<file path="src/rtl/melody_pkg.sv">
// melody_pkg: shared state encoding, song entry layout and default song table
package melody_pkg;
  typedef enum logic [2:0] {IDLE, LOAD, PLAY, GAP, FIN} state_t;
  localparam int ENTRY_W = 10;
  localparam int REST_BIT = 9;
  localparam int CODE_LSB = 5;
  localparam int CODE_W = 4;
  localparam int DUR_LSB = 0;
  localparam int DUR_W = 5;
  localparam int MAX_LEN = 256;
  localparam logic [DUR_W-1:0] END_MARK = '0;
  typedef logic [ENTRY_W-1:0] entry_t;
  typedef entry_t [MAX_LEN-1:0] song_t;
  function automatic entry_t note(input logic rest, input logic [CODE_W-1:0] code, input logic [DUR_W-1:0] dur);
    return {rest, code, dur};
  endfunction
  localparam song_t DEFAULT_SONG = song_t'({
    note(1'b0, 4'd0, END_MARK),
    note(1'b0, 4'd0, 5'd20),
    note(1'b0, 4'd4, 5'd10),
    note(1'b1, 4'd0, 5'd5),
    note(1'b0, 4'd2, 5'd10),
    note(1'b0, 4'd4, 5'd10),
    note(1'b0, 4'd0, 5'd10)
  });
endpackage

</file>
<file path="src/rtl/song_rom.sv">
// song_rom: combinational song table lookup
module song_rom
  import melody_pkg::*;
#(
  parameter song_t SONG = DEFAULT_SONG
) (
  input  logic [7:0] addr,
  output logic [9:0] entry
);
  assign entry = SONG[addr];
endmodule

</file>
<file path="src/rtl/melody_seq.sv">
// melody_seq: song sequencer FSM with tempo prescaler driving a one-hot tone output
module melody_seq
  import melody_pkg::*;
#(
  parameter int TICK_DIV = 1_000_000,
  parameter int SONG_LEN = 32,
  parameter song_t SONG = DEFAULT_SONG
) (
  input  logic        clk,
  input  logic        rst,
  input  logic        start,
  input  logic        stop,
  input  logic        loop_en,
  output logic [15:0] tone,
  output logic        busy,
  output logic        done,
  output logic [7:0]  note_idx
);
  localparam int PW = (TICK_DIV > 2) ? $clog2(TICK_DIV) : 1;
  localparam logic [PW-1:0] TICK_LAST = PW'(TICK_DIV - 1);
  localparam logic [7:0] LAST_IDX = 8'(SONG_LEN - 1);
  state_t state, state_n;
  logic [PW-1:0] presc;
  logic [DUR_W-1:0] dur, dur_n, e_dur;
  logic [CODE_W-1:0] e_code;
  logic [15:0] tone_n;
  logic [7:0] idx_n;
  logic [9:0] entry;
  logic e_rest, tick, done_n;
  song_rom #(.SONG(SONG)) u_rom (.addr(note_idx), .entry(entry));
  assign e_dur = entry[DUR_LSB +: DUR_W];
  assign e_code = entry[CODE_LSB +: CODE_W];
  assign e_rest = entry[REST_BIT];
  assign tick = presc == TICK_LAST;
  always_comb begin
    state_n = state;
    idx_n = note_idx;
    dur_n = dur;
    tone_n = tone;
    done_n = 1'b0;
    if (stop) begin
      state_n = IDLE;
      idx_n = '0;
      tone_n = '0;
    end else begin
      case (state)
        IDLE: if (start) begin
          state_n = LOAD;
          idx_n = '0;
        end
        LOAD: if (e_dur == END_MARK) state_n = FIN;
        else begin
          state_n = PLAY;
          dur_n = e_dur;
          tone_n = e_rest ? '0 : 16'(1) << e_code;
        end
        PLAY: if (tick) begin
          if (dur == 1) begin
            state_n = GAP;
            dur_n = '0;
            tone_n = '0;
          end else dur_n = dur - 1'b1;
        end
        GAP: if (tick) begin
          if (note_idx == LAST_IDX) state_n = FIN;
          else begin
            state_n = LOAD;
            idx_n = note_idx + 8'd1;
          end
        end
        FIN: begin
          state_n = loop_en ? LOAD : IDLE;
          idx_n = '0;
          done_n = !loop_en;
        end
        default: state_n = IDLE;
      endcase
    end
  end
  always_ff @(posedge clk) begin
    if (rst) begin
      state <= IDLE;
      presc <= '0;
      dur <= '0;
      note_idx <= '0;
      tone <= '0;
      busy <= 1'b0;
      done <= 1'b0;
    end else begin
      state <= state_n;
      presc <= (tick || !(state inside {PLAY, GAP})) ? '0 : presc + 1'b1;
      dur <= dur_n;
      note_idx <= idx_n;
      tone <= tone_n;
      busy <= state_n != IDLE;
      done <= done_n;
    end
  end
endmodule
</file>
<file path="config.mk">
export PLATFORM = sky130hd
export DESIGN_NAME = melody_seq
export DESIGN_NICKNAME = d
export VERILOG_FILES = /design/src/rtl/melody_pkg.sv /design/src/rtl/song_rom.sv /design/src/rtl/melody_seq.sv
export SDC_FILE = /design/constraint.sdc
export NUM_CORES = 1
export LEC_CHECK = 0
export BUFFER_PORTS_ARGS = -buffer_cell sky130_fd_sc_hd__buf_2
export CAP_MARGIN = 10
export CORE_AREA = 4 4 84 86
export DETAILED_ROUTE_END_ITERATION = 12
export DIE_AREA = 0 0 88 90
export GPL_TIMING_DRIVEN = 0
export PLACE_DENSITY = 0.61
export SLEW_MARGIN = 15
export SYNTH_ARGS = -nofsm -noshare
export SYNTH_HDL_FRONTEND = slang
export SYNTH_HIERARCHICAL = 1
export SYNTH_SLANG_ARGS = --single-unit
export TNS_END_PERCENT = 5
</file>
<file path="constraint.sdc">
create_clock -name clk -period 4.4 [get_ports clk]
set_clock_uncertainty 0.05 [all_clocks]
set_input_delay 0.44 -clock clk [delete_from_list [all_inputs] [get_ports clk]]
set_output_delay 0.44 -clock clk [all_outputs]
set_load 0.05 [all_outputs]
</file>
==> flow_metrics.env, run 1 <==
export IMPL_synth_seq_area_share_pct=38.8
export IMPL_layout_drive_gt1_share_pct=17.2
export IMPL_max_stage_delay_ps=540
export IMPL_worstSetupPathType="reg2reg"
export IMPL_avgSynthCellArea_um2=8.46
export IMPL_drv_cap=0
export IMPL_stdcell_count=444
export IMPL_slew_headroom_pct=40.6
export IMPL_antenna_found_initial=0
export IMPL_gp_congestion=0.804
export IMPL_pre_cts_ws_ps=1400
export IMPL_grt_max_degree=19
export IMPL_leakage_nw=1.14
export IMPL_place_inst=436
export IMPL_synth_xor_area_share_pct=6.61
export IMPL_dr_pass1_iters=4
export IMPL_whs_ps=282
export IMPL_tns_ps=0
export IMPL_crit_required_ps=4560
export IMPL_core_um2=6280
export IMPL_hpwlAfterDp_mm=4.57
export IMPL_drv_slew=0
export IMPL_die_h_um=90
export IMPL_tightest_slew_ps=878
export IMPL_postCtsSetupRepairBufs=0
export IMPL_portBuffers=29
export IMPL_grt_pass1_vias=2282
export IMPL_wl_per_cell_um=13.8
export IMPL_vias=2428
export IMPL_vias_per_cell=5.47
export IMPL_power_internal_uw=679
export IMPL_synth_edff_count=0
export IMPL_timing_rr_start="note_idx[7]$_SDFFE_PP0P_"
export IMPL_synth_area_mux_share_pct=4.36
export IMPL_clk_latency_ps=320
export IMPL_routed_wl_mm=6.12
export IMPL_crit_chain="or4_1, clkbuf_2, nor4_1, inv_1, a21boi_2, a31oi_1, nor2_4, buf_4, o21ai_0"
export IMPL_ant_nets=0
export IMPL_cts_buffers=5
export IMPL_synth_simple_area_share_pct=32.8
export IMPL_cts_max_path_buffers=2
export IMPL_period_minus_slack_ps=3010
export IMPL_synth_adder_area_share_pct=2.16
export IMPL_ctsResizeCount=0
export IMPL_hold_violations=0
export IMPL_startpoint="note_idx[7]$_SDFFE_PP0P_"
export IMPL_hp_class="in2reg"
export IMPL_critPathArrivalTime_ps=3170
export IMPL_endpoint_kind="flop"
export IMPL_swShare_pct=23.4
export IMPL_crit_path_top_delay_cell="or4_1"
export IMPL_fin_nets=375
export IMPL_holdBufCountCts=0
export IMPL_yosys_warnings=6
export IMPL_r2r_end="tone[11]$_SDFFE_PP0P_"
export IMPL_die_area_um2=7920
export IMPL_cts_tree="yes"
export IMPL_area_growth_pct=13.0
export IMPL_synthFlopType="dfxtp_1"
export IMPL_dpl_instance_area_um2=3030
export IMPL_core_rowCount=29
export IMPL_clkPwrFrac_pct=39.5
export IMPL_grt_pass1_wl_mm=10.6
export IMPL_synth_top_family_by_area="simple AND/OR/NAND/NOR gates"
export IMPL_ff2ff_setup_slack_ps=1390
export IMPL_max_vdd_ir_drop_mv=0.146
export IMPL_power_frac_comb_pct=4.8
export IMPL_netlist_area_um2=2780
export IMPL_cts_htree_levels=2
export IMPL_ys_async_sr_fraction_pct=0
export IMPL_synth_top_cell_area_share_pct=38.8
export IMPL_yosys_area_top_type="dfxtp_1"
export IMPL_clock_sinks=54
export IMPL_endpoint="tone[11]$_SDFFE_PP0P_"
export IMPL_synth_area_leaders="dfxtp_1, nand2_1, nor2_1, xnor2_1, mux2i_1"
export IMPL_drt_iter0_drc=70
export IMPL_fillers=633
export IMPL_io_pins=31
export IMPL_p_seq_share_pct=55.7
export IMPL_num_antenna_cells=0
export IMPL_final_util_pct=50.1
export IMPL_clock_root_buffer="clkbuf_8"
export IMPL_synth_seq_cells=54
export IMPL_synth_compound_area_share_pct=10.6
export IMPL_track_usage_pct=16.3
export IMPL_stdcell_area_um2=3140
export IMPL_max_freq_mhz=332
export IMPL_worst_slack_ps=1390
export IMPL_syn_inst=329
export IMPL_rsz0062_at_grt="no"
export IMPL_initial_core_util_pct=44.3
export IMPL_worst_setup_path_start_kind="flop"
export IMPL_clk_pin_slew_worst_paths_ps=110
export IMPL_die_w_um=88
export IMPL_min_delay_start="loop_en"
export IMPL_status="finished clean"
export IMPL_setup_viol=0
export IMPL_cp_max_fo=10
export IMPL_p_total_uw=886
export IMPL_final_period_utilization_pct=68.4
export IMPL_ff2ff_path_depth=9
export IMPL_switching_power_uw=207
export IMPL_grt_overflow=0
export IMPL_drc=0
export IMPL_power_density_nw_per_um2=282
export IMPL_synth_distinct_cells=59
==> cells in the mapped netlist (2+ instances only) <==
cell and count:
ha_1 4, a221oi_1 2, xnor2_1 13, dfxtp_1 54
and3_1 3, inv_1 12, or4_1 2, nand4b_1 2
nor4_1 8, nor4b_1 6, mux2i_1 11, and4_1 3
o21ai_0 19, nand3_1 8, or2_2 5, or3_1 6
a31oi_1 2, nor3_1 8, nand2_1 37, clkbuf_1 9
xor2_1 8, nor2_1 34, nand4_1 15, and2_1 5
a32oi_1 2, nand3b_1 2, nor3b_1 5, buf_4 5
a21oi_1 9
==> registers in the layout, indices dropped and copies added (netlist names) <==
signal    flops
presc        20
tone         16
note_idx      8
dur           5
state         3
busy          1
done          1
==> final cells by class <==
| class | instances | area [um2] | area share (%) |
|---|---|---|---|
| well taps | 77 | 96.3 | 3.06 |
| flip-flops and latches | 54 | 1080 | 34.4 |
| clock inverters | 3 | 47.5 | 1.51 |
| repair buffers | 29 | 145 | 4.62 |
| multi-input cells | 248 | 1580 | 50.2 |
| clock buffers | 5 | 68.8 | 2.19 |
| plain buffers | 16 | 81.3 | 2.59 |
| inverters | 12 | 45.0 | 1.43 |
==> power by group through the flow <==
| stage | clock (mW) | sequential (mW) | combinational, mW |
|---|---|---|---|
| floorplan | 0 | 0.507 | 0.0289 |
| global placement | 0 | 0.505 | 0.0413 |
| detailed placement | 0 | 0.505 | 0.0417 |
| CTS | 0.362 | 0.493 | 0.0419 |
| global route | 0.380 | 0.494 | 0.0472 |
| finish | 0.350 | 0.493 | 0.0422 |
==> placed cells by master (no fill, tap or decap), types with 3 or more instances in the layout <==
cell type	instances
nand4_1	15
clkbuf_8	5
mux2i_1	11
and3_1	3
nor3b_1	5
buf_2	30
inv_1	12
or2_2	5
nand3_1	8
nor4b_1	6
o21ai_0	19
xnor2_1	13
and4_1	3
a21oi_1	9
ha_1	4
nor2_1	34
or3_1	6
buf_4	5
nor3_1	8
xor2_1	8
nor4_1	8
nand2_1	37
and2_1	5
clkbuf_1	9
dfxtp_1	54
==> cells by family after synthesis <==
group	count (synthesis)
buffers and inverters	28
flip-flops	54
AND/OR/NAND/NOR	162
adder cells (fa/ha/maj)	5
multiplexers	12
AO/OA/AOI/OAI	46
other	1
XOR/XNOR	21
==> metal layers <==
layer / vias to the layer above / GRT usage [%] / wire length (um)
li1: 1249 / - / -
met1: 1135 / 20.1 / 2720
met2: 40 / 27.8 / 3050
met3: 4 / 4.02 / 305
met4: 0 / 4.35 / 48
met5: - / 0 / 0
==> worst min-delay path by stage <==
stage / end / slack, ps / cells past startpoint
floorplan: presc[0]$_SDFF_PP0_ / 380 / 1
global placement: tone[9]$_SDFFE_PP0P_ / 400 / 2
detailed placement: tone[5]$_SDFFE_PP0P_ / 400 / 2
CTS: done$_SDFF_PP0_ / 280 / 2
global route: done$_SDFF_PP0_ / 270 / 2
finish: done$_SDFF_PP0_ / 280 / 2
==> critical path, delay by kind of cell, from the launching register on <==
| kind | cells | cell delay [ps] |
|---|---|---|
| flip-flops | 1 | 360 |
| AO/OA/AOI/OAI | 3 | 650 |
| buffers and inverters | 3 | 540 |
| AND/OR/NAND/NOR | 3 | 1310 |
Power figures use the tool's default switching activity.
==> run 2: changes to the inputs <==
==> constraint.sdc (replaced) <==
create_clock -name clk -period 2.8 [get_ports clk]
set_clock_uncertainty 0.05 [all_clocks]
set_input_delay 0.28 -clock clk [delete_from_list [all_inputs] [get_ports clk]]
set_output_delay 0.28 -clock clk [all_outputs]
set_load 0.05 [all_outputs]
==> flow_metrics.env, run 2 (synthesis results as in run 1) <==
export IMPL_status="finished clean"
export IMPL_track_usage_pct=16.4
export IMPL_clk_pin_slew_worst_paths_ps=110
export IMPL_initial_core_util_pct=44.3
export IMPL_cts_buffers=5
export IMPL_vias_per_cell=5.48
export IMPL_crit_top_cell="buf_4"
export IMPL_switching_power_uw=324
export IMPL_max_stage_delay_ps=540
export IMPL_rsz0062_at_grt="yes"
export IMPL_setup_viol=0
export IMPL_hold_violations=0
export IMPL_grt_max_degree=19
export IMPL_hpwlAfterDp_mm=4.57
export IMPL_portBuffers=29
export IMPL_largest_register="presc"
export IMPL_die_w_um=88
export IMPL_largest_reg_flops=20
export IMPL_fillers=631
export IMPL_clk_latency_ps=310
export IMPL_ff2ff_path_depth=10
export IMPL_final_cell_mix="dfxtp_1, nand2_1, nor2_1"
export IMPL_drv_cap=0
export IMPL_final_util_pct=50.3
export IMPL_grt_pass1_wl_mm=10.6
export IMPL_grt_pass1_vias=2292
export IMPL_gp_congestion=0.804
export IMPL_power_frac_comb_pct=4.8
export IMPL_final_common_cell="dfxtp_1"
export IMPL_p_total_mw=1.39
export IMPL_worst_setup_path_start_kind="flop"
export IMPL_area_growth_pct=13.5
export IMPL_crit_chain="or4_1, clkbuf_2, nor3_1, buf_4, nor4_1, a21boi_2, a31oi_1, nor2_4, buf_4, o21ai_0"
export IMPL_clock_sinks=54
export IMPL_fin_nets=376
export IMPL_multi_input_area_um2=1590
export IMPL_swShare_pct=23.3
export IMPL_max_freq_mhz=374
export IMPL_clkPwrFrac_pct=39.5
export IMPL_routed_wl_mm=6.11
export IMPL_core_rowCount=29
export IMPL_die_area_um2=7920
export IMPL_leakage_nw=1.14
export IMPL_io_pins=31
export IMPL_whs_path_depth=2
export IMPL_crit_path_top_delay_cell="or4_1"
export IMPL_crit_required_ps=2960
export IMPL_clock_root_buffer="clkbuf_8"
export IMPL_critPathArrivalTime_ps=2830
export IMPL_cts_htree_levels=2
export IMPL_power_density_nw_per_um2=441
export IMPL_cts_max_path_buffers=2
export IMPL_drc=0
export IMPL_wl_per_cell_um=13.7
export IMPL_period_minus_slack_ps=2670
export IMPL_core_um2=6280
export IMPL_max_vdd_ir_drop_mv=0.230
export IMPL_seqCellArea_um2=1080
export IMPL_drv_slew=0
export IMPL_slew_headroom_pct=39.1
export IMPL_num_antenna_cells=0
export IMPL_vias=2440
export IMPL_layout_drive_gt1_share_pct=17.7
export IMPL_drt_iter0_drc=77
export IMPL_tightest_slew_ps=900
export IMPL_hp_class="in2reg"
export IMPL_endpoint_kind="flop"
export IMPL_power_internal_mw=1.07
export IMPL_ant_nets=0
export IMPL_dr_pass1_iters=4
export IMPL_final_period_utilization_pct=95.4
export IMPL_antenna_found_initial=0
export IMPL_worstSetupPathType="reg2reg"
export IMPL_cts_tree="yes"
export IMPL_grt_overflow=0
export IMPL_cp_max_fo=10
export IMPL_die_h_um=90
export IMPL_p_seq_share_pct=55.7
export IMPL_reg_top3="presc x20, tone x16, note_idx x8"
-- run 2: layout make-up --
class                           count  area share [%]
Buffer                             16            2.58
Clock buffer                        5            2.18
Clock inverter                      3            1.51
Inverter                           12            1.43
Multi-Input combinational cell    248            50.2
Sequential cell                    54            34.2
Tap cell                           77            3.05
Timing Repair Buffer               30            4.83
-- run 2: path summary, 6_finish.rpt --
| check | start | slack [ps] | to |
|---|---|---|---|
| min | loop_en | 120 | done$_SDFF_PP0_ |
| min reg2reg | tone[5]$_SDFFE_PP0P_ | 410 | tone[5]$_SDFFE_PP0P_ |
| max reg2reg | note_idx[7]$_SDFFE_PP0P_ | 130 | tone[11]$_SDFFE_PP0P_ |
| max | note_idx[7]$_SDFFE_PP0P_ | 130 | tone[11]$_SDFFE_PP0P_ |
-- run 2: stage by stage --
stage | hold WS, ps | setup slack [ps] | setup TNS [ps] | area [um2] | std cells
5_1_grt | 114 | -46.7 | -262 | 3160 | 445
6_report | 124 | 128 | 0 | 3160 | 445
4_1_cts | 118 | 133 | 0 | 3160 | 445
3_5_place_dp | 399 | -204 | -2340 | 3030 | 436
2_1_floorplan | 307 | 30.1 | 0 | 2790 | 330
3_3_place_gp | 396 | -196 | -2180 | 3030 | 436
-- run 2: what timing repair did --
action,CTS,global route
gates resized for setup,1,0
pin swaps,1,0
buffers inserted,1,0
hold buffers,0,0
endpoints found under the setup margin,19,12
-- run 2: power groups by stage --
stage | logic, mW | registers (mW) | clock network [mW]
final | 0.0671 | 0.775 | 0.549
after global routing | 0.0751 | 0.776 | 0.598
after CTS | 0.0667 | 0.775 | 0.568
after detailed placement | 0.0655 | 0.793 | 0
after global placement | 0.0649 | 0.793 | 0
after floorplan | 0.0454 | 0.797 | 0
-- run 2: critical path: cells and delay by family (launching register included) --
kind / cells / cell delay (ps)
DFF: 1 / 360
and+or+nand+nor: 4 / 1200
AOI/OAI and AO/OA: 3 / 390
buffers and inverters: 3 / 570
-- run 2: routing by layer --
| metal | vias to the layer above | routed length, um | track usage [%] |
|---|---|---|---|
| li1 | 1250 | - | - |
| met1 | 1151 | 2740 | 20.3 |
| met2 | 33 | 3050 | 27.8 |
| met3 | 6 | 258 | 4.02 |
| met4 | 0 | 65 | 4.35 |
| met5 | - | 0 | 0 |
==> run 3: changes to the inputs <==
==> constraint.sdc (replaced) <==
create_clock -name clk -period 2.8 [get_ports clk]
set_clock_uncertainty 0.05 [all_clocks]
set_input_delay 0 -clock clk [delete_from_list [all_inputs] [get_ports clk]]
set_output_delay 0 -clock clk [all_outputs]
set_load 0.05 [all_outputs]
==> flow_metrics.env, run 3 (synthesis results as in run 1) <==
export IMPL_cp_max_fo=10
export IMPL_fin_nets=378
export IMPL_core_um2=6280
export IMPL_crit_required_ps=2960
export IMPL_rsz0062_at_grt="yes"
export IMPL_p_total_mw=1.39
export IMPL_hp_class="in2reg"
export IMPL_ff2ff_path_depth=10
export IMPL_endpoint_kind="flop"
export IMPL_power_internal_mw=1.07
export IMPL_antenna_found_initial=0
export IMPL_die_area_um2=7920
export IMPL_swShare_pct=23.3
export IMPL_hpwlAfterDp_mm=4.57
export IMPL_r2r_end="tone[11]$_SDFFE_PP0P_"
export IMPL_track_usage_pct=16.4
export IMPL_area_growth_pct=14.2
export IMPL_power_frac_comb_pct=5.0
export IMPL_final_common_cell="dfxtp_1"
export IMPL_num_antenna_cells=0
export IMPL_drt_iter0_drc=68
export IMPL_clk_latency_ps=320
export IMPL_switching_power_uw=324
export IMPL_clock_sinks=54
export IMPL_worstSetupPathType="reg2reg"
export IMPL_crit_path_top_delay_cell="or4_1"
export IMPL_ant_nets=0
export IMPL_period_minus_slack_ps=2680
export IMPL_max_freq_mhz=373
export IMPL_whs_ps=41.9
export IMPL_max_stage_delay_ps=540
export IMPL_largest_register="presc"
export IMPL_cts_tree="yes"
export IMPL_setup_viol=0
export IMPL_leakage_nw=1.15
export IMPL_grt_pass1_vias=2302
export IMPL_grt_overflow=0
export IMPL_initial_core_util_pct=44.3
export IMPL_die_w_um=88
export IMPL_slew_headroom_pct=39.8
export IMPL_cts_buffers=5
export IMPL_clock_root_buffer="clkbuf_8"
export IMPL_dr_pass1_iters=4
export IMPL_p_seq_share_pct=55.6
export IMPL_tightest_slew_ps=891
export IMPL_vias_per_cell=5.42
export IMPL_die_h_um=90
export IMPL_hold_violations=0
export IMPL_drv_cap=0
export IMPL_final_period_utilization_pct=95.7
export IMPL_drv_slew=0
export IMPL_vias=2423
export IMPL_layout_drive_gt1_share_pct=17.6
export IMPL_endpoint="tone[11]$_SDFFE_PP0P_"
export IMPL_routed_wl_mm=6.15
export IMPL_wl_per_cell_um=13.8
export IMPL_startpoint="note_idx[7]$_SDFFE_PP0P_"
export IMPL_reg_top3="presc x20, tone x16, note_idx x8"
export IMPL_status="finished clean"
export IMPL_grt_pass1_wl_mm=10.7
export IMPL_power_density_nw_per_um2=438
export IMPL_critPathArrivalTime_ps=2840
export IMPL_crit_top_cell="buf_4"
export IMPL_clk_pin_slew_worst_paths_ps=110
export IMPL_cts_htree_levels=2
export IMPL_core_rowCount=29
export IMPL_worst_setup_path_start_kind="flop"
export IMPL_clkPwrFrac_pct=39.4
export IMPL_crit_chain="or4_1, clkbuf_2, nor3_1, buf_4, nor4_1, a21boi_2, a31oi_1, nor2_4, buf_4, o21ai_0"
export IMPL_grt_max_degree=19
export IMPL_timing_rr_start="note_idx[7]$_SDFFE_PP0P_"
export IMPL_portBuffers=29
export IMPL_ff2ff_setup_slack_ps=120
export IMPL_drc=0
export IMPL_largest_reg_flops=20
export IMPL_io_pins=31
export IMPL_max_vdd_ir_drop_mv=0.230
export IMPL_cts_max_path_buffers=2
export IMPL_gp_congestion=0.804
export IMPL_final_cell_mix="dfxtp_1, nand2_1, nor2_1"
run 3: how the worst min path moves through the flow:
stage | startpoint | to | depth (start not counted)
2_1_floorplan | loop_en | done$_SDFF_PP0_ | 1
5_1_grt | stop | tone[5]$_SDFFE_PP0P_ | 4
6_report | stop | tone[5]$_SDFFE_PP0P_ | 4
3_3_place_gp | loop_en | done$_SDFF_PP0_ | 2
3_5_place_dp | loop_en | done$_SDFF_PP0_ | 2
4_1_cts | stop | tone[5]$_SDFFE_PP0P_ | 4
run 3: power by group through the flow:
stage / Combinational, mW / Clock (mW) / Sequential (mW)
floorplan: 0.0454 / 0 / 0.797
global placement: 0.0649 / 0 / 0.793
detailed placement: 0.0655 / 0 / 0.793
CTS: 0.0689 / 0.568 / 0.775
global route: 0.0776 / 0.598 / 0.776
finish: 0.0693 / 0.549 / 0.775
run 3: stage by stage:
step	setup slack [ps]	util, %	instance area [um2]	cells	setup TNS (ps)
3_5_place_dp	-204	48.2	3030	436	-2340
6_report	120	50.6	3180	447	0
5_1_grt	-46.7	50.6	3180	447	-262
2_1_floorplan	30.1	-	2790	330	0
3_3_place_gp	-196	48.2	3030	436	-2180
4_1_cts	133	50.6	3180	447	0
run 3: worst max-delay path, delay by kind of cell, from the launching register on:
| kind | cells | cell delay (ps) |
|---|---|---|
| AO/OA/AOI/OAI | 3 | 390 |
| flip-flops | 1 | 360 |
| buffers and inverters | 3 | 570 |
| AND/OR/NAND/NOR | 4 | 1210 |
run 3: cell type report:
type	count	area [um2]
Multi-Input combinational cell	248	1590
Timing Repair Buffer	32	173
Sequential cell	54	1080
Clock buffer	5	68.8
Fill cell	631	3100
Tap cell	77	96.3
Clock inverter	3	47.5
Inverter	12	45.0
Buffer	16	81.3
run 3: what timing repair did:
item,CTS,global route
endpoints found under the hold margin,3,0
pin swaps,1,0
setup endpoints to repair,19,12
hold buffers,2,0
gates resized for setup,1,0
buffers inserted,1,0
run 3: metal layers:
layer	routed length, um	GRT usage (%)	vias to the layer above
met2	3100	28.0	24
met1	2790	20.5	1144
li1	-	-	1250
met5	0	0	-
met3	214	3.84	5
met4	54	4.35	0
